File: config.mk
export PLATFORM = sky130hd
export DESIGN_NAME = mem_port_arbiter
export DESIGN_NICKNAME = d
export VERILOG_FILES = /design/src/rtl/mem_port_arbiter.sv
export SDC_FILE = /design/constraint.sdc
export NUM_CORES = 1
export LEC_CHECK = 0
export ABC_AREA = 1
export CORE_MARGIN = 1.5
export CORE_UTILIZATION = 43
export CTS_CLUSTER_DIAMETER = 50
export DETAILED_ROUTE_END_ITERATION = 8
export PLACE_DENSITY_LB_ADDON = 0.3
export SYNTH_ARGS = -nofsm -noshare
export SYNTH_HDL_FRONTEND = slang
export SYNTH_SLANG_ARGS = --single-unit
File: constraint.sdc
create_clock -name clk -period 2 [get_ports clk]
set_clock_uncertainty 0.15 [all_clocks]
set_input_delay 0.5 -clock clk [delete_from_list [all_inputs] [get_ports clk]]
set_output_delay 0.5 -clock clk [all_outputs]
set_load 0.05 [all_outputs]
File: src/rtl/mem_port_arbiter.sv
// rtl/mem_port_arbiter.sv - two-port round-robin arbiter for the shared unified memory
// A grant latches one access, runs it for WAIT cycles, then pulses the winner's ack.
module mem_port_arbiter #(
  parameter int AW   = 5,
  parameter int DW   = 8,
  parameter int WAIT = 2
) (
  input  logic          clk,
  input  logic          rst,
  input  logic          r0_req,
  input  logic          r0_we,
  input  logic [AW-1:0] r0_addr,
  input  logic [DW-1:0] r0_wdata,
  output logic          r0_ack,
  output logic [DW-1:0] r0_rdata,
  input  logic          r1_req,
  input  logic          r1_we,
  input  logic [AW-1:0] r1_addr,
  input  logic [DW-1:0] r1_wdata,
  output logic          r1_ack,
  output logic [DW-1:0] r1_rdata,
  output logic [AW-1:0] mem_addr,
  output logic [DW-1:0] mem_wdata,
  output logic          mem_we,
  input  logic [DW-1:0] mem_rdata,
  output logic          busy
);

  typedef enum logic [1:0] {IDLE, ACCESS, RESP} state_t;

  localparam logic [3:0] CNT_LOAD = 4'(WAIT - 1);

  state_t     state;
  logic       pri;
  logic       gnt;
  logic       lwe;
  logic [3:0] cnt;
  logic       pick;

  // Contention goes to the pointer; a lone requester always wins.
  assign pick = (r0_req && r1_req) ? pri : r1_req;
  assign busy = (state != IDLE);

  always_ff @(posedge clk or posedge rst) begin
    if (rst) begin
      state     <= IDLE;
      pri       <= 1'b0;
      gnt       <= 1'b0;
      lwe       <= 1'b0;
      cnt       <= 4'd0;
      r0_ack    <= 1'b0;
      r1_ack    <= 1'b0;
      r0_rdata  <= '0;
      r1_rdata  <= '0;
      mem_addr  <= '0;
      mem_wdata <= '0;
      mem_we    <= 1'b0;
    end else begin
      r0_ack <= 1'b0;
      r1_ack <= 1'b0;
      mem_we <= 1'b0;
      case (state)
        IDLE: begin
          if (r0_req || r1_req) begin
            gnt       <= pick;
            lwe       <= pick ? r1_we : r0_we;
            mem_we    <= pick ? r1_we : r0_we;
            mem_addr  <= pick ? r1_addr : r0_addr;
            mem_wdata <= pick ? r1_wdata : r0_wdata;
            cnt       <= CNT_LOAD;
            state     <= ACCESS;
          end
        end
        ACCESS: begin
          if (cnt == 4'd0) begin
            if (!lwe) begin
              if (gnt) r1_rdata <= mem_rdata;
              else     r0_rdata <= mem_rdata;
            end
            if (gnt) r1_ack <= 1'b1;
            else     r0_ack <= 1'b1;
            state <= RESP;
          end else begin
            cnt <= cnt - 4'd1;
          end
        end
        RESP: begin
          pri   <= ~gnt;
          state <= IDLE;
        end
        default: state <= IDLE;
      endcase
    end
  end

endmodule

* After elaboration in Yosys (flattened, before gate mapping)
Index checks and enable logic that the tools add are counted.
** Storage, ports and cells
- Register bits after elaboration :: 41
- Input port bits :: 40
- Output and inout port bits :: 33
** Cells by class
- Add/sub/neg operators :: 1
- Eq/ne operators :: 5
- Muxes and demuxes :: 18
- Bitwise logic cells :: 2
- Reductions and logical operators :: 11
** Operator list (number)
- two-way mux 1 bit :: 10
- two-way mux 4 bit :: 2
- two-way mux 8 bit :: 1
- one-hot mux 4 bit (2 select lines) :: 1
- AND reduction 4 bit :: 2
- != test 2 bit (second input constant) :: 3
- two-way mux 5 bit :: 1
- logical NOT 4 bit :: 1
- two-way mux 2 bit :: 2
- one-hot mux 2 bit (2 select lines) :: 1
- AND reduction 2 bit :: 2
- nonzero test 2 bit :: 2
- subtractor 4 x 1 -> 4 bit (second input constant) :: 1
- AND reduction 3 bit :: 1
- == test 2 x 1 -> 1 bit (second input constant) :: 1
- == test 2 bit (second input constant) :: 1
- logical NOT 2 bit :: 1
- inverter 1 bit :: 2
- logical AND 1 bit :: 1
- logical OR 1 bit :: 1

* Logic depth before layout (Yosys ltp)
Gate-level depths: netlist of run 1.
- Word-level depth :: 5
- Depth in mapped cells :: 7
- Depth with buffers taken out :: 7

* Worst setup path after synthesis of run 1
Ideal clock, no wire load.
- Path type :: reg-to-reg
- Start point :: register state[0]
- End point :: register mem_addr[0]
- Setup time :: 0.073 ns
- Arrival :: 1.368 ns
- Slack :: 0.409 ns
- Cell stages (with the launch flop) :: 7
- Buffers on the path :: 1
- Cell sequence :: dfrtp_1 inv_1 nand2_1 nor2_4 buf_4 nor2_1 a21oi_2
** On the way
- Word-level cells in the longest chain between the ends :: 2
** RTL lines
- start, declared :: line 33 : state_t state;
- start signal, assigned :: line 46 : state <= IDLE;
- start signal, assigned :: line 71 : state <= ACCESS;
- start signal, assigned :: line 82 : state <= RESP;
- logical NOT 2 bit :: line 62 : case (state)
- AND reduction 2 bit (no line)
- end signal, assigned :: line 68 : mem_addr <= pick ? r1_addr : r0_addr;
- end, declared :: line 22 : output logic [AW-1:0] mem_addr,
Every way passes these cells.
A chain may end at the register's enable or synchronous reset.

* Final worst setup path of run 1
- Start point :: register state[0]
- End point :: output busy
** On the way
- Word-level cells in the longest chain between the ends :: 1
** RTL lines
- nonzero test 2 bit :: line 42 : assign busy = (state != IDLE);
- end, declared :: line 26 : output logic busy
Every way passes these cells.

==> flow_summary_export.csv, run 1 <==
group,metric,value,unit
clock_network,post_cts_buffers,0,
timing,fin_crit,1760,ps
worst_hold_path,hold_path_class,"register to register",
power_and_ir_drop,switching_power,2610,µW
timing,slew_violations,0,
finish,layout.filler_cells,339,
global_route,busiest_layer,"met2",
power_and_ir_drop,power.share.clock,14.8,%
clock_network,cts_hold_buf,0,
global_route,gr-total-overflow,0,
finish,synthToLayoutAreaGrowth,46.9,%
global_route,grt_start_max_net_pins,42,
logic_synthesis,synthCells,206,
timing,worst_slew_pin_slew,375,ps
power_and_ir_drop,leakagePower,0.00130,µW
die,dieArea,4650,µm²
finish,drive_above_1_share,24.1,%
detailed_routing,vias,1633,
power_and_ir_drop,p_sw_share,49.5,%
logic_synthesis,seq_area_frac_synth,56.1,%
timing,fin_ws,238,ps
clock_network,clkTransAtPathRegs,70,ps
power_and_ir_drop,combinationalPowerShare,57.3,%
clock_network,clock-sinks,41,
die,rows,23,
worst_hold_path,min_to,"r1_rdata[2]",
global_route,antenna_found_initial,0,
place,hpwl,3170,µm
die,initial_core_util,45.1,%
logic_synthesis,synth-seq-cells,41,
logic_synthesis,yosysWarnings,0,
clock_network,cts_tree,"done",
worst_setup_path,endpoint_kind,"primary output",
worst_setup_path,rr_worst_depth,7,
timing,fmax,568,MHz
finish,layout.nets,326,
place,pre_cts_ws,84.1,ps
clock_network,clock_path_buffers,2,
finish,final_cell_mix,"64 x nand2_1, 41 x dfrtp_1, 39 x clkdlybuf4s50_1, 36 x buf_4, 23 x nor2_1",
global_route,grt_pass1_vias,1402,
clock_network,clk_latency,290,ps
timing,finalSetupViolations,0,
detailed_routing,drtAntennaViolNets,0,
flow_run,drv_cap,0,
timing,fin_tns_setup,0,ps
logic_synthesis,synth_fp_nets,247,
timing,slew_headroom,74.9,%
place,portBuffers,72,
global_route,grtUsageMet3,4.93,%
worst_hold_path,worstHoldPathCells,2,
logic_synthesis,syn_area,1830,µm²
timing,fin_crit_sh,88.1,%
global_route,track_usage,19.3,%
power_and_ir_drop,p_int,2660,µW
worst_setup_path,worstReg2RegEnd,"r1_rdata[4]",
global_route,grtUsageMet2,28.0,%
power_and_ir_drop,cellPowerDensity,1960,nW/µm²
die,pin_count,73,
global_route,grt_pass1_wl,6380,µm
worst_setup_path,crit_path_max_fanout,3,
logic_synthesis,avgSynthCellArea,8.88,µm²
power_and_ir_drop,seq_power_share,27.9,%
place,place.gp.congestion,0.734,
worst_setup_path,arrival,1110,ps
worst_setup_path,cp-start-kind,"register",
clock_network,cts_buffers,5,
detailed_routing,vias_per_cell,4.86,
clock_network,cts_resized,0,
detailed_routing,routed_wl,4270,µm
worst_hold_path,hold_start,"r1_rdata[2]",
timing,final-hold-violation-count,0,
worst_setup_path,reg2reg_from,"cnt[0]",
logic_synthesis,ys_types,21,
detailed_routing,drt_iter0_drc,172,
die,core_region_area,4060,µm²
timing,rsz0062_at_grt,"no",
worst_setup_path,rrSetupSlack,280,ps
worst_setup_path,critPathRequiredTime,1350,ps
detailed_routing,remaining_drc_errors,0,
detailed_routing,routedWlPerCell,12.7,µm
clock_network,cts_htree_levels,2,
die,die_y,68.2,µm
die,fp.dieW,68.2,µm
finish,final_common_cell,"nand2_1",
finish,insertedDiodeCount,0,
power_and_ir_drop,ir_drop,1200,µV
clock_network,root_buffer,"clkbuf_8",
worst_setup_path,critical_path_class,"register to primary output",
detailed_routing,drt_pass1_iterations,4,
run_status,outcome,"finished clean",
global_route,met1_usage,27.8,%
[area by class of cell]
type | count | area, µm² | share of cell area, %
flip-flops and latches | 41 | 1030 | 38.2
repair buffers | 77 | 701 | 26.1
clock buffers | 5 | 68.8 | 2.56
well taps | 50 | 62.6 | 2.33
inverters | 15 | 56.3 | 2.09
clock inverters | 3 | 65.1 | 2.42
multi-input cells | 145 | 708 | 26.4
[power by group through the flow]
stage / sequential (µW) / combinational, µW / clock [µW]
after floorplan: 2560 / 1040 / 0
after global placement: 1480 / 2990 / 0
after detailed placement: 1490 / 3030 / 0
after CTS: 1480 / 3050 / 799
after global routing: 1520 / 3270 / 834
final: 1470 / 3020 / 779
[cells in the mapped netlist]
master,count,area share [%]
nor2_1,23,4.7
a31oi_1,1,0.34
nand3_1,11,3.0
nand2_1,64,13
a21oi_2,9,4.3
inv_1,11,2.3
buf_6,1,0.62
xor2_1,1,0.48
nor2_4,3,1.8
buf_4,3,1.2
inv_2,4,0.82
nand4_1,1,0.34
a21oi_1,18,4.9
ha_1,1,0.68
nand3_2,1,0.55
nor3_4,1,0.89
nand2_2,4,1.4
buf_2,1,0.27
dfrtp_1,41,56
o21ai_0,6,1.6
o21ai_2,1,0.48
[through the flow]
| step | hold slack (ps) | power, µW | instance area, µm² | util [%] | cells |
|---|---|---|---|---|---|
| after detailed placement | 318 | 4520 | 2550 | 62.9 | 328 |
| after CTS | 340 | 5330 | 2690 | 66.2 | 336 |
| after floorplan | 293 | 3610 | 1830 | - | 206 |
| final | 330 | 5270 | 2690 | 66.2 | 336 |
| after global placement | 307 | 4470 | 2550 | 62.9 | 328 |
| after global routing | 357 | 5620 | 2690 | 66.2 | 336 |
[kinds of logic (layout without fill, tap and decap cells)]
logic type	count (synthesis)	in the layout	synth area share [%]
AOI/OAI and AO/OA	35	35	11.7
buffers and inverters	20	100	5.20
xor gates and xnor gates	1	1	0.479
adders and majority gates	1	1	0.684
DFF	41	41	56.1
and+or+nand+nor	108	108	25.9
[worst max-delay path, cell delays in order (launching register included)]
cell and delay, ps:
dfrtp_1 400, inv_1 100, nand2_1 140, buf_12 190
[worst max path at each step]
stage,startpoint,endpoint,cells after the start,slack [ps]
finish,state[0],busy,3,240
global route,state[0],busy,3,140
CTS,state[0],busy,3,230
detailed placement,r0_req,lwe,7,80
global placement,r1_req,lwe,5,100
floorplan,rst,cnt[0],1,400
[sequential cells by signal (all words and copies together), names as in the netlist, 2 cells and up]
name / flops
cnt: 4
state: 2
r1_rdata: 8
mem_wdata: 8
mem_addr: 5
r0_rdata: 8
[metal layers]
metal | up-vias | part of all wire (%) | routed length (µm)
met5 | - | 0 | 0
met4 | 0 | 1.1 | 47
met3 | 4 | 3.7 | 157
met2 | 35 | 50 | 2130
met1 | 774 | 45 | 1940
li1 | 820 | - | -
No activity file was read; power rests on OpenSTA's default activity.
==> run 2: changes to the inputs <==
CORE_UTILIZATION = 44   (was 43)
CTS_BUF_LIST = sky130_fd_sc_hd__clkbuf_2   (was default)
==> run 2 against run 1 <==
Net effect:
- sequential share of layout area is 1.3 points higher
- non-clock buffer count stayed put
- cell count is 0.30% lower
- register-to-register slack better by 90 ps
- total power is 8.4% lower
- design area is 3.3% lower
- die area is 2.2% lower
- clock power is 58% lower
==> flow_summary_export.csv, run 2 (same netlist as run 1, synthesis figures left out) <==
group,metric,value,unit
worst_setup_path,arrival,1240,ps
flow_run,drv_cap,0,
finish,final_common_cell,"nand2_1",
global_route,gr-total-overflow,0,
die,initial_core_util,45.7,%
place,place.gp.congestion,0.764,
detailed_routing,vias_per_cell,4.79,
clock_network,clk_latency,380,ps
timing,fin_crit,1890,ps
clock_network,post_cts_buffers,0,
detailed_routing,drt_iter0_drc,96,
timing,worst_slew_pin_slew,354,ps
run_status,outcome,"finished clean",
global_route,grt_pass1_wl,6910,µm
place,hpwl,3010,µm
die,die_y,67.5,µm
clock_network,cts_resized,0,
clock_network,cts_tree,"done",
clock_network,cts_hold_buf,0,
power_and_ir_drop,ir_drop,1010,µV
timing,fin_crit_sh,94.4,%
timing,slew_headroom,76.3,%
finish,layout.nets,326,
worst_setup_path,critical_path_class,"register to primary output",
clock_network,cts_buffers,5,
finish,insertedDiodeCount,0,
timing,fin_tns_setup,0,ps
place,dpl.cell_count,328,
clock_network,cts_htree_levels,2,
timing,finalSetupViolations,0,
power_and_ir_drop,cellPowerDensity,1860,nW/µm²
place,portBuffers,72,
detailed_routing,routed_wl,4030,µm
die,core_region_area,4000,µm²
timing,final-hold-violation-count,0,
detailed_routing,drt_pass1_iterations,4,
finish,final_cells,335,
global_route,track_usage,20.5,%
power_and_ir_drop,leakagePower,0.00127,µW
die,pin_count,73,
finish,largestRegisters,"mem_wdata x8, r0_rdata x8, r1_rdata x8",
worst_setup_path,cp-start-kind,"register",
global_route,grt_pass1_vias,1587,
global_route,grt_start_max_net_pins,42,
die,rows,23,
timing,fmax,529,MHz
timing,slew_violations,0,
detailed_routing,drtAntennaViolNets,0,
clock_network,clkTransAtPathRegs,190,ps
global_route,antenna_found_initial,0,
detailed_routing,routedWlPerCell,12.0,µm
finish,synthToLayoutAreaGrowth,42.1,%
power_and_ir_drop,p_total,4830,µW
finish,final_cell_mix,"64 x nand2_1, 41 x dfrtp_1, 39 x clkdlybuf4s50_1, 35 x buf_4, 23 x nor2_1",
clock_network,root_buffer,"clkbuf_2",
detailed_routing,remaining_drc_errors,0,
worst_setup_path,critPathRequiredTime,1350,ps
timing,rsz0062_at_grt,"no",
worst_setup_path,crit_path_max_fanout,3,
clock_network,clock_path_buffers,2,
die,dieArea,4550,µm²
worst_hold_path,hold_path_class,"input pin to async pin",
worst_setup_path,endpoint_kind,"primary output",
clock_network,clock-sinks,41,
die,fp.dieW,67.5,µm
finish,drive_above_1_share,23.5,%
detailed_routing,vias,1606,
run 2: changes by cell type in the layout (fill, tap and decap cells not counted):
cell / previous run / this run
clkinv_1: 0 / 1
clkbuf_8: 5 / 0
clkbuf_2: 0 / 6
buf_4: 36 / 35
clkinv_2: 1 / 0
bufinv_16: 2 / 0
buf_12: 2 / 3
run 2: routing by layer:
metal	up-vias	wire length (µm)	GRT usage (%)	share of wire [%]
li1	814	-	-	-
met1	716	1730	24.6	43
met2	65	1870	33.1	46
met3	11	302	8.00	7.5
met4	0	130	8.42	3.2
met5	-	0	0	0
run 2: through the flow:
stage               utilization (%)  hold WS [ps]  instance area (µm²)  worst slack [ps]
floorplan                         -           293                 1830               404
global placement               64.2           307                 2570               108
detailed placement             64.2           313                 2570              68.0
CTS                            65.0           298                 2600              88.5
global route                   65.0           295                 2600              5.85
finish                         65.0           299                 2600               111
run 2: power by group:
part | total (µW) | internal, µW | switching, µW
clock network | 330 | 81.7 | 248
registers | 1470 | 1230 | 241
logic | 3030 | 958 | 2070
total | 4830 | 2270 | 2560
run 2: path summary, 6_finish.rpt:
path / startpoint / end / slack [ps] / cells after the start
setup / recovery: state[0] / busy / 110 / 3
hold / removal: rst / r0_rdata[4] / 300 / 3
setup reg to reg: cnt[0] / r0_rdata[1] / 370 / 7
hold reg to reg: gnt / r0_ack / 340 / 1
max in group asynchronous: rst / mem_wdata[7] / 1190 / 3
min in group clk: gnt / r0_ack / 340 / 1
run 2: cell type report:
type,count,area [µm²]
multi-input combinational,145,708
timing repair buffer,77,713
clock buffer,6,30.0
tap,50,62.6
fill,343,1400
clock inverter,1,3.75
sequential,41,1030
inverter,15,56.3
run 2: worst max-delay path, cell delays in order (launching register included):
cell     delay [ps]
dfrtp_1         450
inv_1           100
nand2_1         130
buf_12          180
